`src/rtl/pipe_stage_reg.sv`:
```
// pipe_stage_reg: one pipeline boundary register with a valid/ready handshake,
// synchronous flush and an optional two-entry skid buffer.
//
// Build option:
//   PIPE_STAGE_SKID_EN  defined   -> main + skid register; in_ready_o is a flop.
//                       undefined -> main register only; in_ready_o depends
//                                    combinationally on out_ready_i.
//
// Parameters:
//   DATA_W     payload width in bits (>= 1)
//   RESET_VAL  payload shown after reset or flush; must encode a NOP
//
// Ports:
//   clk          clock, rising edge
//   rst          asynchronous active-low reset
//   flush_i      synchronous flush, kills every held entry at the next edge
//   in_valid_i   upstream payload valid
//   in_ready_o   stage accepts the payload this cycle
//   in_data_i    upstream payload
//   out_valid_o  downstream payload valid
//   out_ready_i  downstream accepts this cycle (low = stall)
//   out_data_o   downstream payload
//   count_o      number of entries held (0..2, 0..1 without the skid buffer)
module pipe_stage_reg #(
    parameter int unsigned        DATA_W    = 32,
    parameter logic [DATA_W-1:0]  RESET_VAL = '0
) (
    input  logic              clk,
    input  logic              rst,
    input  logic              flush_i,
    input  logic              in_valid_i,
    output logic              in_ready_o,
    input  logic [DATA_W-1:0] in_data_i,
    output logic              out_valid_o,
    input  logic              out_ready_i,
    output logic [DATA_W-1:0] out_data_o,
    output logic [1:0]        count_o
);

    // Encoding equals the number of held entries, so count_o is the state itself.
    typedef enum logic [1:0] {
        StEmpty = 2'd0,
        StOne   = 2'd1,
        StTwo   = 2'd2
    } state_e;

    state_e            state_q, state_d;
    logic [DATA_W-1:0] md_q, md_d;
    logic              mv;
    logic              accept;
    logic              fire;

    assign mv          = (state_q != StEmpty);
    assign out_valid_o = mv;
    assign out_data_o  = md_q;
    assign accept      = in_valid_i && in_ready_o;
    assign fire        = mv && out_ready_i;

`ifdef PIPE_STAGE_SKID_EN
    logic [DATA_W-1:0] sd_q, sd_d;
    logic              ready_q;

    // Registered ready: high whenever the skid slot is free.
    assign in_ready_o = ready_q;
    assign count_o    = state_q;
`else
    // Without a skid slot the main register may refill in the cycle it drains.
    assign in_ready_o = !mv || out_ready_i;
    assign count_o    = {1'b0, state_q[0]};
`endif

    always_comb begin
        state_d = state_q;
        md_d    = md_q;
`ifdef PIPE_STAGE_SKID_EN
        sd_d    = sd_q;
`endif
        if (flush_i) begin
            // Flush wins over any accept or fire in the same cycle.
            state_d = StEmpty;
            md_d    = RESET_VAL;
        end else begin
            unique case (state_q)
                StEmpty: begin
                    if (accept) begin
                        state_d = StOne;
                        md_d    = in_data_i;
                    end
                end
                StOne: begin
                    if (accept && fire) begin
                        md_d = in_data_i;
`ifdef PIPE_STAGE_SKID_EN
                    end else if (accept) begin
                        // Downstream stalled: park the new word in the skid slot.
                        state_d = StTwo;
                        sd_d    = in_data_i;
`endif
                    end else if (fire) begin
                        state_d = StEmpty;
                    end
                end
                StTwo: begin
`ifdef PIPE_STAGE_SKID_EN
                    if (fire) begin
                        state_d = StOne;
                        md_d    = sd_q;
                    end
`else
                    state_d = StEmpty;
`endif
                end
                default: state_d = StEmpty;
            endcase
        end
    end

    always_ff @(posedge clk or negedge rst) begin
        if (!rst) begin
            state_q <= StEmpty;
            md_q    <= RESET_VAL;
        end else begin
            state_q <= state_d;
            md_q    <= md_d;
        end
    end

`ifdef PIPE_STAGE_SKID_EN
    always_ff @(posedge clk or negedge rst) begin
        if (!rst) begin
            ready_q <= 1'b1;
            sd_q    <= RESET_VAL;
        end else begin
            ready_q <= (state_d != StTwo);
            sd_q    <= sd_d;
        end
    end
`endif

endmodule

```
`config.mk`:
```
export PLATFORM = sky130hd
export DESIGN_NAME = pipe_stage_reg
export DESIGN_NICKNAME = d
export VERILOG_FILES = /design/src/rtl/pipe_stage_reg.sv
export SDC_FILE = /design/constraint.sdc
export NUM_CORES = 1
export LEC_CHECK = 0
export BUFFER_PORTS_ARGS = -buffer_cell sky130_fd_sc_hd__buf_2
export CAP_MARGIN = 20
export CORE_AREA = 5 5 75 77
export DETAILED_ROUTE_END_ITERATION = 10
export DIE_AREA = 0 0 80 82
export GPL_ROUTABILITY_DRIVEN = 0
export SYNTH_ARGS = -nofsm -noshare
export SYNTH_HDL_FRONTEND = slang
export SYNTH_SLANG_ARGS = --single-unit
```
`constraint.sdc`:
```
create_clock -name clk -period 2.5 [get_ports clk]
set_input_delay 0.5 -clock clk [delete_from_list [all_inputs] [get_ports clk]]
set_output_delay 0.5 -clock clk [all_outputs]
set_load 0.1 [all_outputs]
```
# ---- After elaboration in Yosys (flattened, before gate mapping)
# Index checks and enable logic that the tools add are counted.
dict set report classes {
  n_addsub 0
  n_mul 0
  div_mod_pow 0
  magnitude_cmp 0
  eq_ne 5
  shift 0
  mux 9
  bitwise 0
  n_reduce_logical 10
}
# cell n
set ops {}
lappend ops {{32-bit 2-to-1 mux} 3}
lappend ops {{32-bit case mux with 2 select lines} 1}
lappend ops {{3-bit != test (second input constant)} 4}
lappend ops {{2-bit 2-to-1 mux} 4}
lappend ops {{3-bit AND reduction} 2}
lappend ops {{2-bit case mux with 2 select lines} 1}
lappend ops {{1-bit logical AND} 3}
lappend ops {{3-bit nonzero test} 1}
lappend ops {{2-bit by 1-bit equality test with 1-bit output (second input constant)} 1}
lappend ops {{2-bit zero test} 1}
lappend ops {{2-bit nonzero test} 1}
lappend ops {{1-bit zero test} 1}
lappend ops {{1-bit logical OR} 1}
dict set report totals {
  ff_bits 34
  latch_bits 0
  ramBits 0
  rom_bits 0
  in_bits 37
  output_inout_bits 36
  word_cells 26
  n_memories 0
}

# ---- Logic depth before layout (Yosys ltp)
# Gate-level depths: netlist of the first run.
dict set report depth {
  word_depth 8
  mapped_depth 5
  depth_no_buf 3
}

# ---- Least setup slack after synthesis of the first run
# Ideal clock, no wire load.
dict set report synth_timing {
  path_type {register to output}
  from {reg state_q[0]}
  to {out in_ready_o}
  arrival_time_ns 1.593
  required_time_ns 2.000
  setup_slack_ns 0.407
  stages_incl_launch_ff 4
  n_path_buf 2
  path_cell_list {dfrtp_1 > nand2b_4 > buf_6 > buf_2}
}
dict set report synth_via {
  elab_chain_cells 3
}
# element line
set synth_rtl {}
lappend synth_rtl {{start: declaration} 47} ;# state_e state_q, state_d;
lappend synth_rtl {{start signal: assignment} 120} ;# state_q <= StEmpty;
lappend synth_rtl {{start signal: assignment} 123} ;# state_q <= state_d;
lappend synth_rtl {{2-bit nonzero test} 53} ;# assign mv = (state_q != StEmpty);
lappend synth_rtl {{1-bit zero test} 68} ;# assign in_ready_o = !mv || out_ready_i;
lappend synth_rtl {{1-bit logical OR} 68}
lappend synth_rtl {{end: declaration} 32} ;# output logic in_ready_o,
# Every way passes these cells.

# ---- Worst setup path after layout of the first run
# Same ends and word-level chain as after synthesis.

==> metrics.txt, run 1 <==
outcome=finished clean; gr usage total=11.9%; number of flops mapped to enable cells by yosys=0; ys async rst share=100%; cell row count=26; worst vdd ir=~0.35 mV; antenna cells=0; NumNets Final=between 200 and 300; PortBufs=71; die width=roughly 80 um; Slew Viols, Final=0; Final ANT Viol Nets=0; clock network power share=between 20% and 30%; die area=0.00656 mm2; antenna violations before repair=0; Final HPWL DP=2.50 mm; first-pass GRT wire length=6.02 mm; Clock Skew=0.00444 ns; Syn Inst Count=about 150; worst skew pair latency=~0.28 ns; most common library cells after synthesis=33 x dfrtp_1, 32 x nand3_1, 27 x a21oi_1, 26 x a21bo_2, 11 x buf_2; final critical-path share of the clock period=between 60% and 70%; Hold Buf Count CTS=0; Primary FF master, synth=dfrtp_1; busiest grt layer=met2; setup repair bufs after CTS=0; Switching Fraction=a little under two fifths; setup violators final=0; Max Buffers Root-to-Sink=2; drt drc=0; vias after detailed routing=1321; Worst EP arrival=roughly 1.2 ns; Synth-to-Final Area Change=27.7%; H-Tree Level Count=2; P_sw=roughly 520 uW; met1 GRT Util=15.5%; Hold WC Path Type=in2async; Max Fclk=between 0.5 and 0.6 GHz; most frequent cell after synthesis=dfrtp_1; Die H=82 um; largest net degree at the start of global routing=36; #FFs+latches synth=33; max_slew headroom=49.4%; final non-filler cell total=approximately 280; pre-CTS setup slack=0.861 ns; Reg power frac=roughly two fifths; Synth area leader=dfrtp_1; total chip power=1.40 mW; Mapped Area=between 0.0015 and 0.002 mm2; Finished Core Util=a little over two fifths; I/O pins=between 70 and 80; vias in the first global route=1257; Syn Nets=between 150 and 200; Logic pwr share=30.2%; max_cap viols=0; design area=between 0.002 and 0.0025 mm2; area of the core=0.00494 mm2; Synth cell types=14; Least-Margin Pin Slew=about 0.76 ns; Final Hold Fails=0; Crit Path Max Fanout=3; synth warn=0; setup TNS=0 ns; Synth area leaders=dfrtp_1 51%, a21bo_2 16%, nand3_1 9.8%, a21oi_1 8.3%, a21bo_1 3.7%; Clock Tree Root=clkbuf_8; CTS clk-pin slew, worst paths=around 0.070 ns; CTS Buf Count=5; internal power=around 870 uW; Post-DP Area=~0.002 mm2; Avg Cell Area, Syn=10.6 um2; Req. time, crit path=roughly 2.0 ns; First-pass DRT Iterations=4; met3 GRT Util=under 10%; Cells after DPL=277; register area share after synthesis=approximately 51%; DR WL/cell=between 10 and 15 um; Period minus WS final=between 1.5 and 2 ns; via density per instance=4.65; P_leak=between 1 and 1.5 nW; startpoint types=flop; Worst Setup End Kind=output port; routing usage on met2=roughly 18%; CTS tree=yes; Crit Path Class=reg2out; DR iter-0 viols=36; clk sink count=33; PwrDens=roughly 670 mW/mm2; total grt overflow=0; share of cells above drive strength 1=52.8%; RSZ-0062 raised after global routing=false; drt total wl=3.79 mm; starting density of the core=approximately 33%; top cell type's share of synthesized area=between 50% and 60%; fin worst setup slack=about 0.77 ns; WHS=0.288 ns; Post-CTS Resized=0
[metal layers]
metal	vias to the layer above	part of all wire, %
met5	-	0
met4	0	1.1
met3	6	8.6
met2	47	44
met1	610	46
li1	658	-
[cells by family after synthesis]
| group | count (synthesis) | share of synthesized area, % |
|---|---|---|
| other cells | 1 | 0.230 |
| simple gates | 33 | 10.7 |
| buf+inv | 21 | 7.15 |
| flops | 33 | 50.7 |
| compound gates | 65 | 31.2 |
[cell type report]
class / count / area, um2
clock buffer: 7 / 86.3
fill: 530 / 2870
inverter: 1 / 3.75
multi-input combinational: 99 / 686
sequential: 33 / 826
tap: 70 / 87.6
timing repair buffer: 74 / 390
[registers in the layout, summed over array words and instances (netlist names)]
signal,count
state_q,1
out_data_o,32
[power groups by stage]
| stage | Combinational [mW] | Clock, mW | Sequential [mW] |
|---|---|---|---|
| 2_1_floorplan | 0.122 | 0 | 0.806 |
| 3_3_place_gp | 0.423 | 0 | 0.586 |
| 3_5_place_dp | 0.427 | 0 | 0.587 |
| 4_1_cts | 0.427 | 0.416 | 0.577 |
| 5_1_grt | 0.444 | 0.433 | 0.580 |
| 6_report | 0.421 | 0.398 | 0.576 |
[final timing paths]
check | start | endpoint | slack, ns | depth (start not counted)
hold reg to reg | out_data_o[25]$_DFFE_PN0P_ | out_data_o[25]$_DFFE_PN0P_ | 0.63 | 2
hold / removal | rst | out_data_o[4]$_DFFE_PN0P_ | 0.29 | 1
setup / recovery | state_q[0]$_DFFE_PN0P_ | in_ready_o | 0.77 | 2
setup reg to reg | state_q[0]$_DFFE_PN0P_ | out_data_o[20]$_DFFE_PN0P_ | 1.25 | 4
max in group asynchronous | rst | out_data_o[24]$_DFFE_PN0P_ | 1.72 | 1
min in group clk | in_data_i[15] | out_data_o[15]$_DFFE_PN0P_ | 0.46 | 3
[worst max-delay path, stage by stage (launching register included)]
cell      delay (ns)
dfrtp_1         0.43
nand2b_4        0.10
buf_2           0.43
[cell usage in the layout (no fill, tap or decap)]
| cell | instances |
|---|---|
| buf_2 | 71 |
| dfrtp_1 | 33 |
| nand3_1 | 32 |
| a21oi_1 | 27 |
| a21bo_2 | 26 |
| a21bo_1 | 6 |
| a21oi_2 | 6 |
| clkbuf_8 | 6 |
| buf_4 | 2 |
| nand2b_4 | 1 |
| inv_1 | 1 |
| conb_1 | 1 |
| clkbuf_1 | 1 |
| buf_12 | 1 |
No activity file was read; power rests on OpenSTA's default activity.
==> run 2: changes to the inputs <==
--- a/config.mk
+++ b/config.mk
@@ -5,11 +5,12 @@
 export SDC_FILE = /design/constraint.sdc
 export NUM_CORES = 1
 export LEC_CHECK = 0
+export ABC_AREA = 1
 export BUFFER_PORTS_ARGS = -buffer_cell sky130_fd_sc_hd__buf_2
 export CAP_MARGIN = 20
-export CORE_AREA = 5 5 75 77
+export CORE_AREA = 5 5 74 76
 export DETAILED_ROUTE_END_ITERATION = 10
-export DIE_AREA = 0 0 80 82
+export DIE_AREA = 0 0 79 81
 export GPL_ROUTABILITY_DRIVEN = 0
 export SYNTH_ARGS = -nofsm -noshare
 export SYNTH_HDL_FRONTEND = slang
==> constraint.sdc (replaced) <==
create_clock -name clk -period 1.7 [get_ports clk]
set_input_delay 0.34 -clock clk [delete_from_list [all_inputs] [get_ports clk]]
set_output_delay 0.34 -clock clk [all_outputs]
set_load 0.1 [all_outputs]
==> metrics.txt, run 2 <==
outcome=finished clean (unchanged); largest net degree at the start of global routing=65 (was 36); Synth area leader=dfrtp_1 (unchanged); Max Buffers Root-to-Sink=2 (unchanged); NumNets Final=256 (was 251); adder-cell share of the synthesized area=0% (unchanged); Mapped Area=0.00157 mm2 (was 0.00163 mm2); post-synthesis mux area share=0% (unchanged); Synth area leaders=dfrtp_1 53%, nand4_1 13%, nand2_1 7.6%, nand3_2 7.0%, nand3_1 6.7% (was dfrtp_1 51%, a21bo_2 16%, nand3_1 9.8%, a21oi_1 8.3%, a21bo_1 3.7%); complex-gate fraction of the synthesized area=0.318% (was 31.2%); Post-Synth XOR/XNOR Area=0% (unchanged); ys async rst share=100% (unchanged); Req. time, crit path=1.36 ns (was 2.00 ns); Reg2Reg Capture Point=out_data_o[30]$_DFFE_PN0P_ (was out_data_o[20]$_DFFE_PN0P_); Final HPWL DP=2.63 mm (was 2.50 mm); setup TNS=0 ns (unchanged); H-Tree Level Count=2 (unchanged); drt total wl=3.87 mm (was 3.79 mm); RSZ-0062 raised after global routing=false (unchanged); WHS=0.0119 ns (was 0.288 ns); Crit Path Max Fanout=23 (was 3); via density per instance=5.00 (was 4.65); total grt overflow=0 (unchanged); Final ANT Viol Nets=0 (unchanged); reg2reg setup slack=0.48 ns (was 1.25 ns); Worst Setup End Kind=output port (unchanged); cell row count=25 (was 26); Syn Inst Count=154 (was 153); top cell type's share of synthesized area=52.5% (was 50.7%); Synth-to-Final Area Change=26.9% (was 27.7%); CTS tree=yes (unchanged); starting density of the core=33.7% (was 32.9%); die width=79 um (was 80 um); CTS Buf Count=5 (unchanged); r2r startpoint=state_q[0]$_DFFE_PN0P_ (unchanged); #FFs+latches synth=33 (unchanged); max reg flops=32 (unchanged); Avg Cell Area, Syn=10.2 um2 (was 10.6 um2); most common library cells after synthesis=33 x dfrtp_1, 32 x nand2_1, 32 x nand4_1, 21 x nand3_1 (was 33 x dfrtp_1, 32 x nand3_1, 27 x a21oi_1, 26 x a21bo_2, 11 x buf_2); FILL cells=464 (was 530); worst vdd ir=0.428 mV (was 0.347 mV); drt drc=0 (unchanged); die area=0.00640 mm2 (was 0.00656 mm2); First-pass DRT Iterations=4 (unchanged); max_cap viols=0 (unchanged); gr usage total=12.4% (was 11.9%); Multi-input gate area=576 um2 (was 686 um2); simple-gate portion of the synthesized area=36.1% (was 10.7%); Period minus WS final=roughly 1.5 ns; number of flops mapped to enable cells by yosys=0 (unchanged); startpoint types=flop (unchanged); Sequential Area=827 um2 (was 826 um2); setup violators final=0 (unchanged); antenna violations before repair=0 (unchanged); most frequent cell after synthesis=dfrtp_1 (unchanged); Primary FF master, synth=dfrtp_1 (unchanged); Syn Nets=191 (was 190); setup repair bufs after CTS=0 (unchanged); PwrDens=1030 mW/mm2 (was 671 mW/mm2); P_leak=1.13 nW (was 1.05 nW); worst skew pair latency=0.28 ns (about the same); clk sink count=33 (unchanged); Clock Tree Root=clkbuf_8 (unchanged); antenna cells=0 (unchanged); area of the core=0.00466 mm2 (was 0.00494 mm2); share of cells above drive strength 1=44.1% (was 52.8%); largest family of logic cells by synthesized area=simple AND/OR/NAND/NOR gates (was compound AO/OA/AOI/OAI gates); Reg2Reg Depth=4 (unchanged); Post-CTS Resized=0 (unchanged); Die H=81 um (was 82 um); Crit Path Class=reg2out (unchanged); first-pass GRT wire length=6.26 mm (was 6.02 mm); pre-CTS setup slack=0.429 ns (was 0.861 ns); DR WL/cell=14.1 um (was 13.3 um); final critical-path share of the clock period=about nine tenths; Finished Core Util=42.8% (was 42.1%); Worst EP arrival=1.18 ns (was 1.23 ns); Max Fclk=roughly 0.66 GHz; Slew Viols, Final=0 (unchanged); CTS clk-pin slew, worst paths=0.06 ns (was 0.07 ns); I/O pins=73 (unchanged); PortBufs=71 (unchanged); register area share after synthesis=52.5% (was 50.7%); fin worst setup slack=0.177 ns (was 0.771 ns); Hold Buf Count CTS=0 (unchanged); DR iter-0 viols=84 (was 36); synth warn=0 (unchanged); commonest cells after routing, fill and taps aside=70 x buf_2, 32 x nand4_1, 32 x nand2_1, 32 x dfrtp_1, 21 x nand3_1 (was 71 x buf_2, 33 x dfrtp_1, 32 x nand3_1); commonest non-fill, non-tap cell in the layout=buf_2 (unchanged); Final Hold Fails=0 (unchanged); vias in the first global route=1322 (was 1257); Clock Skew=0.00371 ns (was 0.00444 ns); Synth cell types=16 (was 14); vias after detailed routing=1370 (was 1321); Hold WC Path Type=in2async (unchanged)
-- run 2: changes by cell type after synthesis, moves of 4 or more --
cell      previous run  this run
nand2_1              0        32
nand4_1              0        32
a21bo_2             26         0
a21oi_1             27         1
nand3_1             32        21
nand3_2              0        11
buf_4                2        11
buf_2               11         3
a21bo_1              6         0
a21oi_2              6         0
clkbuf_1             4         0
-- run 2: worst max-delay path by stage --
stage | start | endpoint | slack, ns | depth (start not counted)
final | state_q[0]$_DFFE_PN0P_ | in_ready_o | 0.18 | 2
after floorplan | state_q[0]$_DFFE_PN0P_ | in_ready_o | 0.27 | 2
after CTS | state_q[0]$_DFFE_PN0P_ | in_ready_o | 0.15 | 2
after global placement | out_ready_i | in_ready_o | 0.43 | 4
after global routing | state_q[0]$_DFFE_PN0P_ | in_ready_o | 0.10 | 2
after detailed placement | out_ready_i | in_ready_o | 0.43 | 4
-- run 2: per-stage QoR --
step                cells  area (um2)  power (mW)
CTS                   274        1990        2.08
floorplan             154        1570        1.39
finish                274        1990        2.05
global route          274        1990        2.15
detailed placement    266        1910        1.52
global placement      266        1910        1.51
-- run 2: final cells by class --
class,instances,area share (%)
clock buffer,8,4.02
inverter,3,0.565
multi-input combinational,100,28.9
sequential,33,41.5
tap,54,3.39
timing repair buffer,76,21.7
-- run 2: power breakdown --
part,total (mW),internal (mW),switching (mW)
combinational,0.635,0.113,0.522
clock,0.550,0.290,0.259
sequential,0.861,0.833,0.0280
-- run 2: routing by layer --
layer	up-vias	GRT usage [%]	share of wire, %
met4	0	3.61	0.80
met3	4	5.76	11
met2	57	18.9	43
li1	670	-	-
met1	639	16.0	45
met5	-	0	0
-- run 2: cells by family after synthesis --
family	count (synthesis)
buffers and inverters	21
flip-flops	33
AO/OA/AOI/OAI	1
AND/OR/NAND/NOR	98
other	1
-- run 2: worst max-delay path: stages, from the launching register on --
cell and delay [ns]:
dfrtp_2 0.42, nand2_4 0.25, buf_12 0.22
